**src/rtl/serial_add_unit.sv**
```systemverilog
// Bit-serial add/subtract unit: one full-adder cell, registered carry,
// LSB-first accumulation into a WIDTH-bit result with ALU flags.
module fa_cell (
  input  logic x,
  input  logic y,
  input  logic ci,
  output logic s,
  output logic co
);
  logic p;
  assign p  = x ^ y;
  assign s  = p ^ ci;
  assign co = (x & y) | (p & ci);
endmodule

module serial_add_unit #(
  parameter int WIDTH = 64
) (
  input  logic             clk,
  input  logic             reset_n,
  input  logic             start,
  input  logic             sub,
  input  logic [WIDTH-1:0] a,
  input  logic [WIDTH-1:0] b,
  output logic             busy,
  output logic             done,
  output logic [WIDTH-1:0] result,
  output logic             negative,
  output logic             zero,
  output logic             overflow,
  output logic             carry_out
);
  localparam int CW = $clog2(WIDTH);

  typedef enum logic [1:0] {
    IDLE,
    RUN,
    DONE
  } state_t;

  state_t           state;
  logic [CW-1:0]    count;
  logic [WIDTH-1:0] op_a;
  logic [WIDTH-1:0] op_b;
  logic [WIDTH-1:0] acc;
  logic [WIDTH-1:0] nxt_acc;
  logic             carry;
  logic             c_msb_in;
  logic             fa_s;
  logic             fa_co;
  logic             last_bit;
  logic             msb_prev;

  fa_cell u_fa (
    .x  (op_a[0]),
    .y  (op_b[0]),
    .ci (carry),
    .s  (fa_s),
    .co (fa_co)
  );

  assign nxt_acc  = {fa_s, acc[WIDTH-1:1]};
  assign last_bit = (count == CW'(WIDTH - 1));
  assign msb_prev = (count == CW'(WIDTH - 2));

  always_ff @(posedge clk or negedge reset_n) begin
    if (!reset_n) begin
      state     <= IDLE;
      count     <= '0;
      op_a      <= '0;
      op_b      <= '0;
      acc       <= '0;
      carry     <= 1'b0;
      c_msb_in  <= 1'b0;
      busy      <= 1'b0;
      done      <= 1'b0;
      result    <= '0;
      negative  <= 1'b0;
      zero      <= 1'b0;
      overflow  <= 1'b0;
      carry_out <= 1'b0;
    end else begin
      unique case (state)
        IDLE: begin
          if (start) begin
            op_a  <= a;
            op_b  <= sub ? ~b : b;
            carry <= sub;
            count <= '0;
            busy  <= 1'b1;
            state <= RUN;
          end
        end
        RUN: begin
          op_a  <= op_a >> 1;
          op_b  <= op_b >> 1;
          acc   <= nxt_acc;
          carry <= fa_co;
          count <= count + 1'b1;
          if (msb_prev) c_msb_in <= fa_co;
          // Final bit: publish result and flags in one step
          if (last_bit) begin
            result    <= nxt_acc;
            carry_out <= fa_co;
            overflow  <= c_msb_in ^ fa_co;
            negative  <= fa_s;
            zero      <= (nxt_acc == '0);
            busy      <= 1'b0;
            done      <= 1'b1;
            state     <= DONE;
          end
        end
        DONE: begin
          done  <= 1'b0;
          state <= IDLE;
        end
        default: state <= IDLE;
      endcase
    end
  end
endmodule

```
**config.mk**
```make
export PLATFORM = sky130hd
export DESIGN_NAME = serial_add_unit
export DESIGN_NICKNAME = d
export VERILOG_FILES = /design/src/rtl/serial_add_unit.sv
export SDC_FILE = /design/constraint.sdc
export NUM_CORES = 1
export LEC_CHECK = 0
export CAP_MARGIN = 20
export CORE_MARGIN = 1
export CORE_UTILIZATION = 58
export DETAILED_ROUTE_END_ITERATION = 8
export GPL_TIMING_DRIVEN = 0
export PLACE_DENSITY = 0.89
export SLEW_MARGIN = 10
export SYNTH_ARGS = -nofsm -noshare
export SYNTH_HDL_FRONTEND = slang
export SYNTH_HIERARCHICAL = 1
export SYNTH_SLANG_ARGS = --single-unit
```
**constraint.sdc**
```tcl
create_clock -name clk -period 3.1 [get_ports clk]
set_input_delay 0.31 -clock clk [delete_from_list [all_inputs] [get_ports clk]]
set_output_delay 0.31 -clock clk [all_outputs]
set_load 0.01 [all_outputs]
```
=== After elaboration in Yosys (flattened, before gate mapping) ===
Cells that the tools add are included.

* Register bits after elaboration: 272
* Bits of input ports: 132
* Output and inout port bits: 70
* Logic and storage cells: 55

* Add/sub/neg operators: 1
* Eq/ne operators: 6
* Multiplexer cells: 17
* Bitwise operators: 7
* Reductions and logical operators: 10

{| class="wikitable"
|+ Operator list
! operator !! count
|-
| 64-bit one-hot mux with 2 select lines || 2
|-
| 64-bit two-way mux || 3
|-
| 64-bit zero test || 1
|-
| 64-bit NOT || 1
|-
| 6-bit equality test, second input constant || 2
|-
| 6-bit one-hot mux with 2 select lines || 1
|-
| 2-bit AND reduction || 5
|-
| 6-bit by 1-bit adder with 6-bit output, second input constant || 1
|-
| 6-bit two-way mux || 1
|-
| 1-bit one-hot mux with 2 select lines || 3
|-
| 1-bit two-way mux || 4
|-
| 2-bit two-way mux || 2
|-
| 2-bit != test, second input constant || 2
|-
| 2-bit one-hot mux with 2 select lines || 1
|-
| 2-bit nonzero test || 2
|-
| 3-bit AND reduction || 1
|-
| 1-bit XOR || 3
|-
| 1-bit AND || 2
|-
| 2-bit by 1-bit equality test with 1-bit output, second input constant || 1
|-
| 2-bit equality test, second input constant || 1
|-
| 2-bit zero test || 1
|-
| 1-bit bitwise OR || 1
|}

=== Depth between registers and ports, before layout ===
* Word-level depth: 4
* Mapped depth: 7
* Mapped depth without buffers: 5

=== Modules after synthesis ===
The synthesis kept the hierarchy.

{| class="wikitable"
|+ Modules (own cells, without submodules)
! module !! instances !! cells each !! area each (sq um) !! sequential area each (sq um)
|-
| serial_add_unit || 1 || 1,134 || 12,334.3 || 6,756.5
|-
| fa_cell || 1 || 1 || 20.0 || 0.0
|}

=== Worst setup path before layout ===
Ideal clock, no wire load.

* Kind: flip-flop to flip-flop
* Start point: register op_b[0]
* End point: register zero
* Library setup time: 0.064 ns
* Arrival time: 1.552 ns
* Required time: 3.036 ns
* Setup slack: 1.484 ns
* Cell stages (with the launch flop): 6
* Path buffers: 0
* Period minus slack after synthesis: 1.616 ns
* Cells stage by stage: dfrtp_1 -> fa_1 -> nor4_1 -> nand4_1 -> nor4_1 -> mux2_4

* Longest elaborated chain between the ends: 3

{| class="wikitable"
|+ RTL lines
! element !! line !! RTL
|-
| start, declared || 44 || <nowiki>logic [WIDTH-1:0] op_b;</nowiki>
|-
| start signal, assigned || 87 || <nowiki>op_b <= sub ? ~b : b;</nowiki>
|-
| start signal, assigned || 96 || <nowiki>op_b <= op_b >> 1;</nowiki>
|-
| 1-bit XOR || 11 || <nowiki>assign p = x ^ y;</nowiki>
|-
| 1-bit XOR || 12 || <nowiki>assign s = p ^ ci;</nowiki>
|-
| named net fa_s || 49 || <nowiki>logic fa_s;</nowiki>
|-
| 64-bit zero test || 107 || <nowiki>zero <= (nxt_acc == '0);</nowiki>
|-
| end signal, assigned || 107 ||
|-
| end, declared || 29 || <nowiki>output logic zero,</nowiki>
|}

The timed path passes the listed nets, and every way through them passes these cells.
A chain may end at the register's enable or synchronous reset.

=== Worst setup path after layout ===
* Start point: register result[63]
* End point: output result[63]

{| class="wikitable"
|+ RTL lines
! element !! line !! RTL
|-
| start, declared || 27 || <nowiki>output logic [WIDTH-1:0] result,</nowiki>
|-
| start signal, assigned || 103 || <nowiki>result <= nxt_acc;</nowiki>
|}

No word-level cell between the ends.

==> impl_metrics.csv <==
group,metric,value,unit
floorplan,die_w,148,um
place,hpwl,20400,um
sta,timing.slew.headroom,0.618,
sta,finalClockSkew,0.00877,ns
clock_tree,cts_buffers,28,
drt,vias_per_cell,5.69,
place,dp.cells,1612,
critical_path,arrival,1.57,ns
sta,worstMarginPinSlew,0.572,ns
power,comb_power_share,0.258,
clock_tree,cts.htree.levels,1,
finish,final_area,15900,um2
drt,drt-total-wl,30100,um
global_routing,antenna_found_initial,1,
logic_synthesis,syn_nets,1270,
logic_synthesis,synth_mux_area_frac,0.0816,
drt,num_vias,9474,
floorplan,die_area,21900,um2
sta,setup_viol,0,
job,drv_cap,0,
logic_synthesis,yosysSeqAreaShare,0.547,
drt,wl_per_cell,18.1,um
floorplan,rows,53,
floorplan,die_h,148,um
clock_tree,post_cts_buffers,0,
critical_path,cp_max_fo,3,
finish,area_growth_syn_to_layout,28.6,%
finish,final_nets,1503,
sta,tns,0,ns
sta,clock.fmax,0.532,GHz
logic_synthesis,synth_fa_ha_area_frac,0.00365,
status,status,"finished clean",
clock_tree,clockBufferDepth,3,
global_routing,first_global_vias,9589,
floorplan,io_pins,202,
drt,drtIter0Drc,552,
critical_path,crit_type,"reg -> out",
logic_synthesis,synth_cell_type_count,40,
logic_synthesis,yosys.area_share.simple,0.133,
logic_synthesis,synth_area,12400,um2
clock_tree,cts_tree,"yes",
power,p_int,9100,uW
place,place.port_buffers,200,
power,netSwitchingPower,3940,uW
place,gp_congestion,0.804,
sta,rsz0062_at_grt,"false",
logic_synthesis,synth_area_per_cell,10.9,um2
drt,drtPass1Iterations,5,
finish,drive_gt1_frac,0.132,
power,p_clk_frac,0.303,
global_routing,grt.total_usage,0.281,
sta,slew_violations,0,
critical_path,worst_setup_path_end_kind,"output pin",
logic_synthesis,netlist_instances,1135,
power,p_seq_frac,0.439,
drt,final_antenna_net_count,0,
clock_tree,cts.sinks,270,
floorplan,initial_core_util,0.590,
global_routing,grt_pass1_wl,48800,um
power,power,13000,uW
critical_path,start_kind,"flip-flop",
logic_synthesis,synth_top_family_by_area,"compound AO/OA/AOI/OAI gates",
power,p_per_area,820,nW/um2
finish,antenna_cells,0,
power,ir_worst_vdd,0.541,mV
clock_tree,clk_root_buffer_cell,"clkbuf_16",
power,switching_share,0.302,
finish,fin_cells,1665,
power,leakagePower,0.00701,uW
finish,fill_cells,1341,
clock_tree,clkSlewWorstSetupHoldPaths,0.06,ns
sta,finalCriticalPeriod,1.88,ns
floorplan,coreArea,21000,um2
logic_synthesis,synth_compound_area_frac,0.144,
global_routing,grt_max_degree,109,
hold_path,holdCritPathClass,"in -> async",
logic_synthesis,synth_xor_area_frac,0.0461,
logic_synthesis,yosys.area.top_type,"dfrtp_1",
critical_path,required,2.79,ns
drt,drcViolationCount,0,
logic_synthesis,yosysWarnings,6,
logic_synthesis,synth_area_leaders,"dfrtp_1 (55%), mux2_4 (7.9%), nand2_1 (7.7%), xnor2_1 (4.5%), o22a_1 (4.4%)",
sta,finalHoldViolCount,0,
sta,min_period_over_period,0.607,
logic_synthesis,synth_seq_cells,270,
global_routing,grt-ovfl-total,0,
clock_tree,clkLatencyLatePin,0.53,ns
sta,whs,0.306,ns
logic_synthesis,synth_top_area_frac,0.547,
place,post_dp_cell_area,14800,um2
## cells in the final DEF (no fill, tap or decap), drive strengths merged
cell	synthesis	routed
fa	1	1
nor4	17	17
ha	2	2
a31oi	1	1
a21oi	72	72
clkinvlp	0	3
bufinv	0	8
clkinv	0	4
mux2i	1	1
clkdlybuf4s50	0	199
nand3	4	4
dlygate4sd3	0	1
mux2	67	67
nand4	5	5
o31ai	1	1
and3	1	1
and3b	1	1
o21ai	72	72
xor2	1	1
dfrtp	270	270
nand2b	3	3
clkbuf	29	66
nor2b	73	73
and4	1	1
o211ai	1	1
buf	60	63
a22oi	64	64
xnor2	64	64
nor2	3	3
nand2	254	254
o22a	62	62
a21o	1	1
or2	1	1
nor3	1	1
inv	2	2
## power groups by stage
stage	clock, uW	combinational [uW]	sequential, uW
after floorplan	0	2160	5520
after global placement	0	3110	5640
after detailed placement	0	3310	5720
after CTS	4000	3380	5700
after global routing	4160	3750	5850
final	3950	3360	5720
## per-stage QoR
| step | utilization | setup WS, ns |
|---|---|---|
| after floorplan | - | 1.48 |
| after global placement | 0.702 | -9.47 |
| after detailed placement | 0.704 | 1.03 |
| after CTS | 0.758 | 1.20 |
| after global routing | 0.758 | 1.11 |
| final | 0.758 | 1.22 |
## area by class of cell
cell class | count | area (um2) | share of cell area
plain buffers | 89 | 547 | 0.0344
clock buffers | 37 | 826 | 0.0520
clock inverters | 15 | 290 | 0.0183
inverters | 2 | 7.51 | 0.000473
multi-input cells | 774 | 5040 | 0.317
flip-flops and latches | 270 | 6760 | 0.425
well taps | 275 | 344 | 0.0217
repair buffers | 203 | 2070 | 0.130
## final timing paths
| kind | from | endpoint | slack, ns | cells after the start |
|---|---|---|---|---|
| min in group clk | a[61] | op_a[61]$_DFFE_PN0P_ | 0.41 | 3 |
| worst max-delay path | result[63]$_DFFE_PN0P_ | result[63] | 1.22 | 2 |
| worst min-delay path | reset_n | result[25]$_DFFE_PN0P_ | 0.31 | 2 |
| worst min register to register | op_a[18]$_DFFE_PN0P_ | op_a[18]$_DFFE_PN0P_ | 0.48 | 2 |
| max in group asynchronous | reset_n | op_b[22]$_DFFE_PN0P_ | 1.86 | 3 |
| worst max register to register | op_b[0]$_DFFE_PN0P_ | zero$_DFFE_PN0P_ | 1.27 | 5 |
## registers in the layout, summed over array words and instances (netlist names), 2 cells and up
name	flops
count	6
state	2
op_b	64
acc	63
result	64
op_a	64
## routing by layer
| layer | share of wire | global-route usage | up-vias |
|---|---|---|---|
| met4 | 0.030 | 0.0954 | 2 |
| met3 | 0.065 | 0.0562 | 70 |
| met5 | 0.00043 | 0 | - |
| met1 | 0.40 | 0.357 | 4669 |
| li1 | - | - | 4374 |
| met2 | 0.50 | 0.483 | 359 |
## repair_timing
| action | in CTS | in global routing |
|---|---|---|
| hold endpoints to repair | 64 | 0 |
| resized for setup | 0 | 0 |
| hold buffers | 1 | 0 |
## worst max-delay path, stage by stage, from the launching register on
cell             delay, ns
dfrtp_1               0.40
buf_4                 0.13
clkdlybuf4s50_1       0.52
## synthesized netlist by cell type, drive strengths merged
library cell / n
nand4: 5
and3b: 1
mux2: 67
o31ai: 1
nand2b: 3
nor2b: 73
o22a: 62
nand2: 254
xor2: 1
a22oi: 64
and3: 1
nor2: 3
o21ai: 72
a31oi: 1
mux2i: 1
a21oi: 72
fa: 1
clkbuf: 29
a21o: 1
o211ai: 1
dfrtp: 270
nor4: 17
inv: 2
and4: 1
or2: 1
ha: 2
buf: 60
nor3: 1
nand3: 4
xnor2: 64
## kinds of logic after synthesis
kind of cell    Yosys count
flops                   270
fa+ha+maj                 3
buf+inv                  91
mux                      68
xor+xnor                 65
simple gates            364
compound gates          274
Power figures use the tool's default switching activity.
